`src/rtl/sipo_pkg.sv`:
```
// Shared constants and types for the SIPO deserializer.
//   SIPO_DEFAULT_W : default word width
//   SIPO_MAX_W     : largest supported word width
//   bit_order_e    : serial bit ordering (MSB_FIRST / LSB_FIRST)
package sipo_pkg;

    localparam int unsigned SIPO_DEFAULT_W = 8;
    localparam int unsigned SIPO_MAX_W     = 64;

    typedef enum logic {
        MSB_FIRST = 1'b0,
        LSB_FIRST = 1'b1
    } bit_order_e;

endpackage

```
`src/rtl/sipo_out_stage.sv`:
```
// Output holding register for the SIPO deserializer with valid/ready
// handshake and a sticky overflow flag.
//   clk, rst      : clock, asynchronous active-high reset
//   load          : a new word (full or partial) is offered this cycle
//   load_data     : offered word
//   load_bits     : number of valid bits in the offered word
//   load_partial  : offered word came from a flush with fewer than DATA_W bits
//   out_ready     : consumer accepts data_out this cycle
//   clr_overflow  : clears the overflow flag
//   data_out, out_bits, out_partial, out_valid : held word and qualifiers
//   overflow      : sticky; set when an offered word had to be dropped
module sipo_out_stage #(
    parameter int DATA_W = 8,
    localparam int CNT_W = $clog2(DATA_W + 1)
) (
    input  logic              clk,
    input  logic              rst,
    input  logic              load,
    input  logic [DATA_W-1:0] load_data,
    input  logic [CNT_W-1:0]  load_bits,
    input  logic              load_partial,
    input  logic              out_ready,
    input  logic              clr_overflow,
    output logic [DATA_W-1:0] data_out,
    output logic [CNT_W-1:0]  out_bits,
    output logic              out_partial,
    output logic              out_valid,
    output logic              overflow
);

    logic accept;
    logic drop;
    logic transfer;

    // A word can be taken when the register is empty or is being emptied
    // in this same cycle (no bubble between back-to-back words).
    assign transfer = out_valid & out_ready;
    assign accept   = load & (~out_valid | out_ready);
    assign drop     = load & out_valid & ~out_ready;

    always_ff @(posedge clk or posedge rst) begin
        if (rst) begin
            data_out    <= '0;
            out_bits    <= '0;
            out_partial <= 1'b0;
            out_valid   <= 1'b0;
        end else if (accept) begin
            data_out    <= load_data;
            out_bits    <= load_bits;
            out_partial <= load_partial;
            out_valid   <= 1'b1;
        end else if (transfer) begin
            out_valid   <= 1'b0;
        end
    end

    // Setting wins over a simultaneous clear.
    always_ff @(posedge clk or posedge rst) begin
        if (rst) begin
            overflow <= 1'b0;
        end else if (drop) begin
            overflow <= 1'b1;
        end else if (clr_overflow) begin
            overflow <= 1'b0;
        end
    end

endmodule

```
`src/rtl/sipo_deserializer.sv`:
```
// Serial-in / parallel-out deserializer with flush of partial words.
//   CLK, RST      : clock, asynchronous active-high reset
//   shift_enable  : sample serial_in this cycle
//   serial_in     : serial data bit
//   flush         : emit the partial word and clear the accumulator
//   out_ready     : consumer accepts data_out this cycle
//   clr_overflow  : clears the sticky overflow flag
//   data_out      : held output word
//   out_valid     : data_out/out_bits/out_partial are valid
//   out_bits      : number of valid bits in data_out
//   out_partial   : word produced by flush with fewer than DATA_W bits
//   overflow      : sticky; a completed word was dropped
module sipo_deserializer
    import sipo_pkg::*;
#(
    parameter int DATA_W    = SIPO_DEFAULT_W,
    parameter int LSB_FIRST = 1,
    localparam int CNT_W    = $clog2(DATA_W + 1)
) (
    input  logic              CLK,
    input  logic              RST,
    input  logic              shift_enable,
    input  logic              serial_in,
    input  logic              flush,
    input  logic              out_ready,
    input  logic              clr_overflow,
    output logic [DATA_W-1:0] data_out,
    output logic              out_valid,
    output logic [CNT_W-1:0]  out_bits,
    output logic              out_partial,
    output logic              overflow
);

    localparam bit_order_e ORDER = (LSB_FIRST != 0) ? sipo_pkg::LSB_FIRST
                                                    : sipo_pkg::MSB_FIRST;

    logic [DATA_W-1:0] acc;
    logic [DATA_W-1:0] acc_next;
    logic [CNT_W-1:0]  cnt;
    logic [CNT_W-1:0]  cnt_next;
    logic              complete;
    logic              flush_word;
    logic              new_word;
    logic [CNT_W-1:0]  new_bits;

    // The accumulator always holds the received bits right-justified:
    // LSB-first writes bit i at index i, MSB-first shifts in from the bottom
    // so the first bit ends at index cnt-1. A full word then lands at the
    // required positions and a partial word is already right-justified.
    always_comb begin
        acc_next = acc;
        if (shift_enable) begin
            if (ORDER == sipo_pkg::LSB_FIRST) begin
                acc_next = acc | ({{(DATA_W-1){1'b0}}, serial_in} << cnt);
            end else begin
                acc_next = {acc[DATA_W-2:0], serial_in};
            end
        end
    end

    // Flush acts on the count after this cycle's bit has been taken in.
    assign cnt_next   = cnt + CNT_W'(shift_enable);
    assign complete   = shift_enable & (cnt == CNT_W'(DATA_W - 1));
    assign flush_word = flush & ~complete & (cnt_next != '0);
    assign new_word   = complete | flush_word;
    assign new_bits   = complete ? CNT_W'(DATA_W) : cnt_next;

    always_ff @(posedge CLK or posedge RST) begin
        if (RST) begin
            acc <= '0;
            cnt <= '0;
        end else if (complete || flush) begin
            acc <= '0;
            cnt <= '0;
        end else if (shift_enable) begin
            acc <= acc_next;
            cnt <= cnt_next;
        end
    end

    sipo_out_stage #(
        .DATA_W (DATA_W)
    ) u_out_stage (
        .clk          (CLK),
        .rst          (RST),
        .load         (new_word),
        .load_data    (acc_next),
        .load_bits    (new_bits),
        .load_partial (flush_word),
        .out_ready    (out_ready),
        .clr_overflow (clr_overflow),
        .data_out     (data_out),
        .out_bits     (out_bits),
        .out_partial  (out_partial),
        .out_valid    (out_valid),
        .overflow     (overflow)
    );

endmodule

```
`config.mk`:
```
export PLATFORM = sky130hd
export DESIGN_NAME = sipo_deserializer
export DESIGN_NICKNAME = d
export VERILOG_FILES = /design/src/rtl/sipo_pkg.sv /design/src/rtl/sipo_out_stage.sv /design/src/rtl/sipo_deserializer.sv
export SDC_FILE = /design/constraint.sdc
export NUM_CORES = 1
export LEC_CHECK = 0
export ABC_AREA = 1
export BUFFER_PORTS_ARGS = -buffer_cell sky130_fd_sc_hd__buf_2
export CORE_AREA = 2 2 55 57
export CTS_BUF_LIST = sky130_fd_sc_hd__clkbuf_16
export DETAILED_ROUTE_END_ITERATION = 6
export DIE_AREA = 0 0 57 59
export GPL_TIMING_DRIVEN = 1
export PLACE_DENSITY_LB_ADDON = 0.05
export RECOVER_POWER = 25
export SLEW_MARGIN = 20
export SYNTH_ARGS = -nofsm -noshare
export SYNTH_HDL_FRONTEND = slang
export SYNTH_HIERARCHICAL = 1
export SYNTH_SLANG_ARGS = --single-unit
```
`constraint.sdc`:
```
create_clock -name CLK -period 2.6 [get_ports CLK]
set_input_delay 0.39 -clock CLK [delete_from_list [all_inputs] [get_ports CLK]]
set_output_delay 0.39 -clock CLK [all_outputs]
set_load 0.01 [all_outputs]
```
==> results.md <==
- DR vias/cell: 4.72
- Lkg Pwr: 0.909 nW
- CTS Hold Buffers Added: 0
- Fin. Hold Viols: 0
- Status: finished, final reports clean
- DR iter-0 viols: 32
- Diodes inserted: 0
- Final Net Count: 198
- Netlist Area Pre-Place: 1320 um2
- Setup Skew: 0.00559 ns
- Top Metal Used: met4
- Crit-path slowest cell: dfrtp_1
- Largest net degree at the start of global routing: 17
- Router iterations before antenna repair: 4
- Total setup buffers inserted after CTS: 0
- Initial antenna violation count: 0
- DR WL met2: 1.06 mm
- Peak supply drop: 440 uV
- MaxCap Viol Count: 0
- Row Count: 19
- Port bufs: 21
- Yosys reg bits: 27
- Commonest non-fill, non-tap cell in the layout: nand2_1
- Ratio of cells with drive above 1 in the final layout: about 18%
- CTS resizes: 0
- Vias in the first global route: 984
- Startpoint type of the worst setup path: flip-flop
- CP endpoint kind: flip-flop
- Crit Path Category: flip-flop to flip-flop
- Initial Utilization: 48.8%
- First-pass GRT wire length: 4.13 mm
- Fillers: between 200 and 300
- Core Area: 2710 um2
- Post-route ant nets: 0
- Unrepaired setup endpoints after global routing: false
- Register area: 676 um2
- Detailed Route WL: around 2.4 mm
- Actual transition at the worst max-transition pin: 0.541 ns
- Hold Crit Class: input pin to asynchronous set/reset pin
- HPWL after DPL: 1.84 mm
- Synth unique cells: 19
- Vias: between 1,000 and 1,500
- Die ar.: 3360 um2
- Data required, critical path: 2.79 ns
- CTS Buf Count: 3
- Maximum clock rate: 473 MHz
- Max-slew violations: 0
- Clk_lat worst skew: 0.26 ns
- Synth Warn #: 6
- WP depth: 11
- Setup TNS: 0 ns
- Worst path most repeated cell: nand2_1
- Final setup vio count: 0
- Avg Cell Area, Syn: about 8 um2
- TritonCTS clock tree: built
- Peak per-stage delay on the critical path: approximately 0.43 ns
- Routability Congestion: about 0.9
- DR WL/cell: 10.8 um
- CP Capture Point: u_out_stage/out_bits[2]
- Htree depth: 1
- Critical path cell sequence: ha_1, ha_1, inv_1, nand2_1, nor2_1, nand2_1, nand2_1, nand2_1, nand2_2, nand2_1, nand2_1
- Buffers & Inverters on Critical Path: 1
- Metal3 WL: roughly 77 um
- Total track usage: 15.7%
- CTS root buffer: clkbuf_16
- Clock sinks: 27
- Die Width: 57 um
- Worst R2R Path Depth: 11
- Period Utilization, post-route: 81.3%
- Power per Cell Area: 630 nW/um2
- Layout area overhead: 14.1%
- Syn_nets: 176
- Max Root-Sink Buffers: 2
- Hold_ws: 0.137 ns
- Grt ovf: 0
- CP max FO: 15
- Metal1 wirelength: 1.21 mm
- Multi-input logic area: 518 um2
- Final min period: between 2 and 2.5 ns
- R2R Path Start: cnt[0]
- CTS clk-pin slew, worst paths: approximately 0.070 ns
- Worst R2R End: u_out_stage/out_bits[2]
- Die H: 59 um
- Sequential fraction of the synthesis area: 51.1%
- Max-Slew Margin vs Limit: a little under two thirds
- Top Family by Delay on Critical Path: simple AND/OR/NAND/NOR gates
- Io pins: 22
- Most frequent cells in the layout: nand2_1 (46), nor2_1 (29), dfrtp_1 (27)
- CP Data Arrival Time: 2.31 ns
- CP startpoint: cnt[0]
- Number of remaining DRC errors: 0
- Reg2Reg Setup Slack: a little under 0.5 ns
- Syn Inst Count: 167
## area by class of cell
type                    instances  area share (%)
multi-input cells             112            34.4
inverters                      24            5.98
well taps                      31            2.57
clock buffers                   3            4.98
clock inverters                 1           0.332
repair buffers                 21            6.97
flip-flops and latches         27            44.8
## metal layers
layer | up-vias | GRT usage [%]
met5 | - | 0
met1 | 459 | 21.3
met3 | 2 | 2.84
met2 | 15 | 25.3
li1 | 558 | -
met4 | 0 | 5.98
## cells in the mapped netlist
library cell   n  share of area (%)
inv_2          2               0.57
ha_1           2                1.9
a21oi_1        5                1.9
nand4_1        1               0.47
and2_1         1               0.47
nand2_4        1               0.85
nand3_2        1               0.76
nor2_4         2                1.7
buf_6          2                1.7
o22ai_1        1               0.47
nand2_2        2               0.95
nand3_1       19                7.2
nand2_1       46                 13
o21ai_0        1               0.38
buf_4          2                1.1
inv_1         22                6.3
nor2_1        29                8.2
dfrtp_1       27                 51
o21bai_2       1               0.85
## through the flow
step	util (%)	instances	total power, mW	cell area (um2)	worst slack (ns)
after floorplan	-	167	0.576	1320	0.859
after detailed placement	52.7	215	0.614	1430	0.372
after global placement	52.7	215	0.611	1430	0.447
after global routing	55.6	219	0.996	1510	0.304
after CTS	55.6	219	0.962	1510	0.485
final	55.6	219	0.950	1510	0.486
## worst min path at each step
| stage | slack (ns) | end | startpoint | depth (start not counted) |
|---|---|---|---|---|
| after floorplan | 0.25 | acc[0] | RST | 1 |
| after global placement | 0.43 | acc[4] | RST | 2 |
| after detailed placement | 0.44 | acc[7] | RST | 2 |
| after CTS | 0.16 | acc[7] | RST | 2 |
| after global routing | 0.19 | acc[7] | RST | 2 |
| final | 0.14 | acc[5] | RST | 2 |
## power by group
part / internal, mW / switching [mW] / total (mW)
Sequential: 0.449 / 0.0160 / 0.465
Combinational: 0.0484 / 0.0900 / 0.138
Clock: 0.207 / 0.139 / 0.347
Total: 0.704 / 0.245 / 0.950
## logic make-up (layout without fill, tap and decap cells)
logic type / Yosys count / count (layout) / synth area share, %
AOI/OAI and AO/OA: 8 / 8 / 3.60
adders and majority gates: 2 / 2 / 1.89
buffers and inverters: 28 / 49 / 9.66
DFF: 27 / 27 / 51.1
and+or+nand+nor: 102 / 102 / 33.7
## registers in the layout, summed over array words and instances, names as in the netlist
register	cells
acc	8
u_out_stage/data_out	8
cnt	4
u_out_stage/out_bits	4
u_out_stage/out_partial	1
u_out_stage/out_valid	1
u_out_stage/overflow	1
Power figures use the tool's default switching activity.
